--- config.mk ---
export PLATFORM = sky130hd
export DESIGN_NAME = inv_mix_columns_seq
export DESIGN_NICKNAME = d
export VERILOG_FILES = /design/src/rtl/aes_pkg.sv /design/src/rtl/inv_mix_columns_seq_col.sv /design/src/rtl/inv_mix_columns_seq.sv
export SDC_FILE = /design/constraint.sdc
export NUM_CORES = 1
export LEC_CHECK = 0
export ABC_AREA = 1
export ABC_CLOCK_PERIOD_IN_PS = 2400
export BUFFER_PORTS_ARGS = -buffer_cell sky130_fd_sc_hd__buf_2
export CAP_MARGIN = 20
export CORE_ASPECT_RATIO = 0.8
export CORE_MARGIN = 2
export CORE_UTILIZATION = 38
export DETAILED_ROUTE_END_ITERATION = 6
export HOLD_SLACK_MARGIN = 0.03
export PLACE_DENSITY_LB_ADDON = 0.25
export SLEW_MARGIN = 20
export SYNTH_ARGS = -nofsm -noshare
export SYNTH_HDL_FRONTEND = slang
export SYNTH_SLANG_ARGS = --single-unit
--- constraint.sdc ---
create_clock -name clk -period 2.4 [get_ports clk]
set_input_delay 0.24 -clock clk [delete_from_list [all_inputs] [get_ports clk]]
set_output_delay 0.24 -clock clk [all_outputs]
set_load 0.05 [all_outputs]
--- src/rtl/aes_pkg.sv ---
// Shared AES definitions for the decryption datapath: GF(2^8) helpers,
// state/column geometry and the iterative engine FSM encoding.
package aes_pkg;

    localparam logic [7:0] AES_POLY = 8'h1B;
    localparam int         COL_W    = 32;
    localparam int         STATE_W  = 128;
    localparam int         NUM_COLS = 4;

    typedef enum logic [1:0] {
        IDLE = 2'd0,
        BUSY = 2'd1,
        DONE = 2'd2
    } fsm_state_e;

    // Multiply by x in GF(2^8) modulo x^8+x^4+x^3+x+1.
    function automatic logic [7:0] xtime(input logic [7:0] b);
        return {b[6:0], 1'b0} ^ (b[7] ? AES_POLY : 8'h00);
    endfunction

    // Column handled by sub-slot 'sub' during pass 'pass' when 'cpc' columns go per clock.
    function automatic logic [1:0] col_idx(input logic [1:0] pass, input int cpc, input int sub);
        logic [31:0] idx;
        idx = 32'(pass) * 32'(cpc) + 32'(sub);
        return idx[1:0];
    endfunction

endpackage

--- src/rtl/inv_mix_columns_seq_col.sv ---
// Combinational InvMixColumns transform of a single 32-bit column;
// byte 0 of the column is x[31:24].
module inv_mix_column
    import aes_pkg::*;
(
    input  logic [COL_W-1:0] x,
    output logic [COL_W-1:0] y
);

    logic [7:0] a_s  [NUM_COLS];
    logic [7:0] x2_s [NUM_COLS];
    logic [7:0] x4_s [NUM_COLS];
    logic [7:0] x8_s [NUM_COLS];
    logic [7:0] m9_s [NUM_COLS];
    logic [7:0] mb_s [NUM_COLS];
    logic [7:0] md_s [NUM_COLS];
    logic [7:0] me_s [NUM_COLS];

    // Each byte's 09/0b/0d/0e multiples share one xtime chain.
    for (genvar i = 0; i < NUM_COLS; i++) begin : g_byte
        assign a_s[i]  = x[COL_W-1-8*i -: 8];
        assign x2_s[i] = xtime(a_s[i]);
        assign x4_s[i] = xtime(x2_s[i]);
        assign x8_s[i] = xtime(x4_s[i]);
        assign m9_s[i] = x8_s[i] ^ a_s[i];
        assign mb_s[i] = x8_s[i] ^ x2_s[i] ^ a_s[i];
        assign md_s[i] = x8_s[i] ^ x4_s[i] ^ a_s[i];
        assign me_s[i] = x8_s[i] ^ x4_s[i] ^ x2_s[i];
    end

    assign y = {me_s[0] ^ mb_s[1] ^ md_s[2] ^ m9_s[3],
                m9_s[0] ^ me_s[1] ^ mb_s[2] ^ md_s[3],
                md_s[0] ^ m9_s[1] ^ me_s[2] ^ mb_s[3],
                mb_s[0] ^ md_s[1] ^ m9_s[2] ^ me_s[3]};

endmodule

--- src/rtl/inv_mix_columns_seq.sv ---
// Iterative AES InvMixColumns engine: accepts a 128-bit state, transforms
// COLS_PER_CYCLE columns per clock and presents the result over valid/ready.
module inv_mix_columns_seq
    import aes_pkg::*;
#(
    parameter int COLS_PER_CYCLE = 1
) (
    input  logic         clk,
    input  logic         rst_n,
    input  logic         in_valid,
    output logic         in_ready,
    input  logic [127:0] in_data,
    output logic         out_valid,
    input  logic         out_ready,
    output logic [127:0] out_data,
    output logic         busy
);

    localparam int         N        = NUM_COLS / COLS_PER_CYCLE;
    localparam logic [1:0] LAST_CNT = 2'(N - 1);

    fsm_state_e         state_r;
    fsm_state_e         state_nxt_s;
    logic [STATE_W-1:0] st_r;
    logic [STATE_W-1:0] st_nxt_s;
    logic [STATE_W-1:0] st_upd_s;
    logic [1:0]         cnt_r;
    logic [1:0]         cnt_nxt_s;
    logic               out_valid_r;
    logic               busy_r;
    logic               in_ready_s;

    logic [COL_W-1:0]   st_cols_s  [NUM_COLS];
    logic [COL_W-1:0]   upd_cols_s [NUM_COLS];
    logic [1:0]         col_sel_s  [COLS_PER_CYCLE];
    logic [COL_W-1:0]   col_in_s   [COLS_PER_CYCLE];
    logic [COL_W-1:0]   col_out_s  [COLS_PER_CYCLE];

    for (genvar c = 0; c < NUM_COLS; c++) begin : g_cols
        assign st_cols_s[c] = st_r[STATE_W-1-COL_W*c -: COL_W];
    end

    // One transform lane per column processed in a pass.
    for (genvar g = 0; g < COLS_PER_CYCLE; g++) begin : g_lane
        assign col_sel_s[g] = col_idx(cnt_r, COLS_PER_CYCLE, g);
        assign col_in_s[g]  = st_cols_s[col_sel_s[g]];

        inv_mix_column u_col (
            .x (col_in_s[g]),
            .y (col_out_s[g])
        );
    end

    // Splice this pass's transformed columns back into the working state.
    always_comb begin
        upd_cols_s = st_cols_s;
        for (int g = 0; g < COLS_PER_CYCLE; g++) begin
            upd_cols_s[col_sel_s[g]] = col_out_s[g];
        end
    end

    assign st_upd_s = {upd_cols_s[0], upd_cols_s[1], upd_cols_s[2], upd_cols_s[3]};

    // Next-state, working-register and pass-counter logic.
    always_comb begin
        state_nxt_s = state_r;
        st_nxt_s    = st_r;
        cnt_nxt_s   = cnt_r;
        in_ready_s  = 1'b0;
        case (state_r)
            IDLE: begin
                in_ready_s = 1'b1;
                if (in_valid) begin
                    st_nxt_s    = in_data;
                    cnt_nxt_s   = 2'd0;
                    state_nxt_s = BUSY;
                end else begin
                    state_nxt_s = IDLE;
                end
            end
            BUSY: begin
                st_nxt_s = st_upd_s;
                if (cnt_r == LAST_CNT) begin
                    state_nxt_s = DONE;
                end else begin
                    cnt_nxt_s = cnt_r + 2'd1;
                end
            end
            DONE: begin
                in_ready_s = out_ready;
                if (out_ready && in_valid) begin
                    st_nxt_s    = in_data;
                    cnt_nxt_s   = 2'd0;
                    state_nxt_s = BUSY;
                end else if (out_ready) begin
                    state_nxt_s = IDLE;
                end else begin
                    state_nxt_s = DONE;
                end
            end
            default: begin
                state_nxt_s = IDLE;
                cnt_nxt_s   = 2'd0;
            end
        endcase
    end

    // State, working register and registered status flags.
    always_ff @(posedge clk or negedge rst_n) begin
        if (!rst_n) begin
            state_r     <= IDLE;
            st_r        <= {STATE_W{1'b0}};
            cnt_r       <= 2'd0;
            out_valid_r <= 1'b0;
            busy_r      <= 1'b0;
        end else begin
            state_r     <= state_nxt_s;
            st_r        <= st_nxt_s;
            cnt_r       <= cnt_nxt_s;
            out_valid_r <= (state_nxt_s == DONE);
            busy_r      <= (state_nxt_s == BUSY);
        end
    end

    assign in_ready  = in_ready_s;
    assign out_valid = out_valid_r;
    assign busy      = busy_r;
    assign out_data  = st_r;

endmodule

-- Yosys cells after proc, flatten, opt, wreduce, memory -nomap -nowiden
Index checks and enable logic that the tools add are counted.
- add/subtract/negate cells: 1
- order comparisons: 2
- eq/ne operators: 8
- multiplexer cells: 31
- bitwise operators: 49
- reduce and logical (&&, ||, !) cells: 6
- operators by type and width (cell ; number):
    case mux 128 bit (3 select lines) ; 1
    XOR 8 bit ; 48
    2-to-1 mux 128 bit ; 2
    bitwise mux 128 bit ; 1
    2-to-1 mux 32 bit ; 3
    binary-select mux 32 bit (select 2 bit) ; 1
    demux 32 bit (select 2 bit) ; 1
    2-to-1 mux 5 bit ; 12
    2-to-1 mux 2 bit ; 6
    case mux 2 bit (3 select lines) ; 2
    equality test 2 bit, second input constant ; 3
    inequality test 2 bit, second input constant ; 3
    AND reduction 3 bit ; 2
    equality test 2 x 1 -> 1 bit, second input constant ; 2
    greater-or-equal comparator 3 bit, second input constant ; 1
    < comparator 3 x 1 -> 1 bit, second input constant ; 1
    NOT 2 -> 3 bit ; 1
    nonzero test 3 bit ; 1
    adder 2 x 1 -> 2 bit, second input constant ; 1
    logical AND 1 bit ; 2
    zero test 2 bit ; 1
    case mux 1 bit (2 select lines) ; 1
    2-to-1 mux 1 bit ; 1
- register bits after elaboration: 134
- input bits: 132
- output and inout bits: 131
- logic and storage cells: 102

-- Depth between registers and ports, before layout
- depth after elaboration: 17
- mapped depth: 21
- depth with buffers taken out: 20

-- Hierarchy
Synthesis repeated with hierarchy kept, for this count alone.
- cells, all modules: 2185
- area total of the unflattened synthesis: 12649.6 um2
- modules (own cells, without submodules) (module ; times used ; cells each ; area an instance (um2) ; sequential area each (um2)):
    inv_mix_columns_seq ; 1 ; 1464 ; 8803.4 ; 3353.2
    inv_mix_column ; 1 ; 721 ; 3846.2 ; 0.0

-- Least setup slack after synthesis
OpenSTA, ideal clock, no wires.
- path type: register to register
- start point: register st_r[31] (netlist: out_data[31])
- end point: register st_r[106] (netlist: out_data[106])
- library setup time: 0.122 ns
- data arrival time: 2.109 ns
- required time: 2.278 ns
- setup slack: 0.169 ns
- stages on the path, launching flop included: 14
- path buffers: 0
- period minus slack after synthesis: 2.231 ns
- path through: dfrtp_1 -> nand2_1 -> nand2_1 -> nand2_1 -> nand2_1 -> nand2_1 -> nand2_2 -> nand2_1 -> nand2_2 -> xor2_1 -> xor2_1 -> nand3_1 -> nand3_1 -> a21oi_1
- word-level cells in the longest chain between the ends: 14
- ends and longest elaborated chain (what ; RTL line ; RTL):
    from (decl) ; inv_mix_columns_seq.sv:24 ; logic [STATE_W-1:0] st_r;
    from (signal assigned) ; inv_mix_columns_seq.sv:112 ; st_r <= {STATE_W{1'b0}};
    from (signal assigned) ; inv_mix_columns_seq.sv:118 ; st_r <= st_nxt_s;
    binary-select mux 32 bit (select 2 bit) * ; inv_mix_columns_seq.sv:46 ; assign col_in_s[g] = st_cols_s[col_sel_s[g]];
    2-to-1 mux 32 bit (implied by the code) * (2 in a row) ; inv_mix_columns_seq.sv:46 ;
    2-to-1 mux 5 bit * ; aes_pkg.sv:18 ; return {b[6:0], 1'b0} ^ (b[7] ? AES_POLY : 8'h00);
    XOR 8 bit * (2 in a row) ; aes_pkg.sv:18 ;
    XOR 8 bit ; aes_pkg.sv:18 ;
    XOR 8 bit * (2 in a row) ; inv_mix_columns_seq_col.sv:27 ; assign md_s[i] = x8_s[i] ^ x4_s[i] ^ a_s[i];
    XOR 8 bit * (3 in a row) ; inv_mix_columns_seq_col.sv:33 ; md_s[0] ^ m9_s[1] ^ me_s[2] ^ mb_s[3],
    bitwise mux 128 bit * ; inv_mix_columns_seq.sv:58 ; upd_cols_s[col_sel_s[g]] = col_out_s[g];
    case mux 128 bit (3 select lines) * ; inv_mix_columns_seq.sv:70 ; case (state_r)
Every way passes the cells marked *; elsewhere a longest branch is shown, timed or not. The select of a mux whose other input is x is not followed.
A chain may end at the register's enable or synchronous reset.

-- Final worst setup path
- start point: register cnt_r[0]
- end point: register st_r[79] (netlist: out_data[79])
- word-level cells in the longest chain between the ends: 14
- elaborated cells between the ends (all ways): 33
- those cells by class: order compare: 2; mux: 7; bitwise: 23; reduce/logical: 1
- ends and longest elaborated chain (what ; RTL line ; RTL):
    from (decl) ; inv_mix_columns_seq.sv:27 ; logic [1:0] cnt_r;
    from (signal assigned) ; inv_mix_columns_seq.sv:119 ; cnt_r <= cnt_nxt_s;
    NOT 2 -> 3 bit (implied by the code) * ; inv_mix_columns_seq.sv:46, inv_mix_columns_seq.sv:58 ;
    binary-select mux 32 bit (select 2 bit) ; inv_mix_columns_seq.sv:46 ;
    2-to-1 mux 32 bit (implied by the code) (2 in a row) ; inv_mix_columns_seq.sv:46 ;
    XOR 8 bit (3 in a row) ; aes_pkg.sv:18 ;
    XOR 8 bit (2 in a row) ; inv_mix_columns_seq_col.sv:27 ;
    XOR 8 bit (3 in a row) ; inv_mix_columns_seq_col.sv:33 ;
    bitwise mux 128 bit * ; inv_mix_columns_seq.sv:58 ;
    case mux 128 bit (3 select lines) * ; inv_mix_columns_seq.sv:70 ;
Marks and branches as above.

==> results.toml <==
[outcome]
status = "finished with violations"
violations = "setup timing"

[timing]
period_share = 1.13
fin_ws_ps = -313
hold_viol_final = 0
min_period_ps = 2710
max_slew_margin = 0.582
grt_setup_unrepaired = "true"
setup_viol = 128
finalMaxSlewViolations = 0
fin_worst_skew_ps = 23.5
max_freq_mhz = 369
tightest_slew_ps = 627

[placement]
io_buffers = 262
gp_congestion = 0.989
dp_hpwl_um = 41900
numPlacedInstances = 2609
placed_area_mm2 = 0.0149

[synth]
syn_avg_cell_area_um2 = 6.26
synthCells = 1773
synth_warnings = 0
ys_seq_elements = 134
synth.distinct_cells = 31
seq_area_frac_synth = 0.302
syn_nets = 1909
synth_area_mm2 = 0.0111

[global_route]
grt_pass1_wl_um = 81000
overflow = 0
grt_max_degree = 92
antenna_found_initial = 0
grt_pass1_vias = 13800
grtUsageTotal = 0.348

[worst_setup_path]
worst_path_most_repeated_cell = "buf_4"
crit_path_end_kind = "flop"
crit_buf_inv = 5
worstPathCellList = "buf_4 -> clkbuf_16 -> buf_4 -> nand2_1 -> nand3_2 -> nand2_4 -> xnor2_4 -> xor2_1 -> buf_4 -> xnor2_2 -> xor2_2 -> buf_4 -> nand2_1 -> a21oi_2"
critPathRequiredTime_ps = 2780
critPathMaxStageDelay_ps = 460
r2r_slack_ps = -310
cp-start-kind = "flop"
slowest_stage = "dfrtp_2"
cp_data_arrival_time_ps = 3090
cp_top_family = "buffers and inverters"
crit_type = "flop to flop"
critPathMaxFanout = 11

[layout]
layout_common_cells = "nand2_1, buf_4, buf_2, a21oi_1, nand3_1"
multi_input_area_mm2 = 0.00817
drive_above_1_share = 0.386
area_growth_pct = 52.4
nNetsFinal = 2418
final_area_mm2 = 0.0169
n_fill_cell = 2701
layoutNonFillerInstCount = 2666
seqCellArea_mm2 = 0.00336
layout_commonest_cell = "nand2_1"

[clocking]
cts_buffers = 17
clk_latency_ps = 450
h-tree-depth = 4
cts_root_buf = "clkbuf_16"
clock_sinks = 134
clk_path_buf_depth = 2
cts_tree = "done"
clkTransAtPathRegs_ps = 70

[floorplan]
initial_core_util = 0.390
die_h_um = 157
rows = 55
ios = 263
die_w_um = 195
core-area_mm2 = 0.0285
design.die.area_mm2 = 0.0306

[drt]
vias_per_cell = 5.47
dr_total_vias = 14600
drc = 0
wl_per_cell_um = 20.5
wirelength_um = 54700
drtPass1Iterations = 6
drt-initial-drc-count = 1313
antenna_left = 0

[flow_run]
max_cap_violations = 0

[hold_path]
min_path_type = "input port to flop"
## layout make-up
type / count / area share
clock buffer: 19 / 0.0256
antenna: 1 / 0.000148
multi-input combinational: 1475 / 0.483
inverter: 88 / 0.0201
clock inverter: 13 / 0.0130
timing repair buffer: 566 / 0.233
tap: 370 / 0.0274
sequential: 134 / 0.198
## synth_stat cells (all sizes together)
cell      n  share of area
a21oi   259           0.12
a22oi     2         0.0014
buf      24          0.015
clkbuf   52          0.018
clkinv    1        0.00034
dfrtp   134           0.30
ha        4         0.0045
inv      87          0.029
nand2   688           0.24
nand2b    1        0.00056
nand3   224           0.10
nand3b    6         0.0041
nand4     4         0.0023
nor2    146          0.049
o211ai    2         0.0018
o21ai     8         0.0036
o22ai     2         0.0011
or2      11         0.0062
xnor2    53          0.047
xor2     65          0.055
## worst min-delay path: cells and delay by family
kind,cells,cell delay [ps]
buffers and inverters,1,110
AND/OR/NAND/NOR,1,60
AO/OA/AOI/OAI,1,70
## cells by family after synthesis
logic type	after synthesis	share of synthesized area
flip-flops	134	0.302
AND/OR/NAND/NOR	1080	0.405
AO/OA/AOI/OAI	273	0.125
buffers and inverters	164	0.0628
adder cells (fa/ha/maj)	4	0.00451
XOR/XNOR	118	0.102
## flip-flops by register name (all words and copies together), names as in the netlist
| signal | flops |
|---|---|
| out_data | 128 |
| busy | 1 |
| cnt_r | 2 |
| out_valid | 1 |
| state_r | 2 |
## routing by layer
layer	wire length (um)	vias to the layer above	global-route usage
met5	0	-	0
met4	1830	0	0.115
met3	4760	133	0.0585
met2	25000	825	0.578
met1	23100	6876	0.465
li1	-	6740	-
## per-stage QoR
step / utilization / hold slack [ps] / setup slack, ps / setup TNS (ps)
global placement: 0.523 / 207 / -470 / -26250
CTS: 0.571 / 49.9 / -210 / -14420
finish: 0.594 / 64.3 / -313 / -22130
global route: 0.594 / 87.4 / -439 / -38320
floorplan: - / -55.6 / 169 / 0
detailed placement: 0.523 / 206 / -515 / -31430
## path summary, 6_finish.rpt
kind / from / to / depth (start not counted)
max: cnt_r[0]$_DFFE_PN0P_ / out_data[79]$_DFFE_PN0P_ / 14
min: in_valid / busy$_DFF_PN0_ / 3
max reg2reg: cnt_r[0]$_DFFE_PN0P_ / out_data[79]$_DFFE_PN0P_ / 14
min reg2reg: out_data[75]$_DFFE_PN0P_ / out_data[75]$_DFFE_PN0P_ / 2
max in group asynchronous: rst_n / out_data[24]$_DFFE_PN0P_ / 3
min in group asynchronous: rst_n / out_data[101]$_DFFE_PN0P_ / 2
## what timing repair did
item	in CTS	in global routing
hold buffers	2	0
gates cloned	0	1
setup endpoints to repair	128	128
hold endpoints to repair	41	0
pin swaps	23	19
gates resized for setup	144	124
buffers inserted	8	13
Power is not shown: default switching activity piles up to over one toggle a cycle in this logic, so the estimate is an artifact.
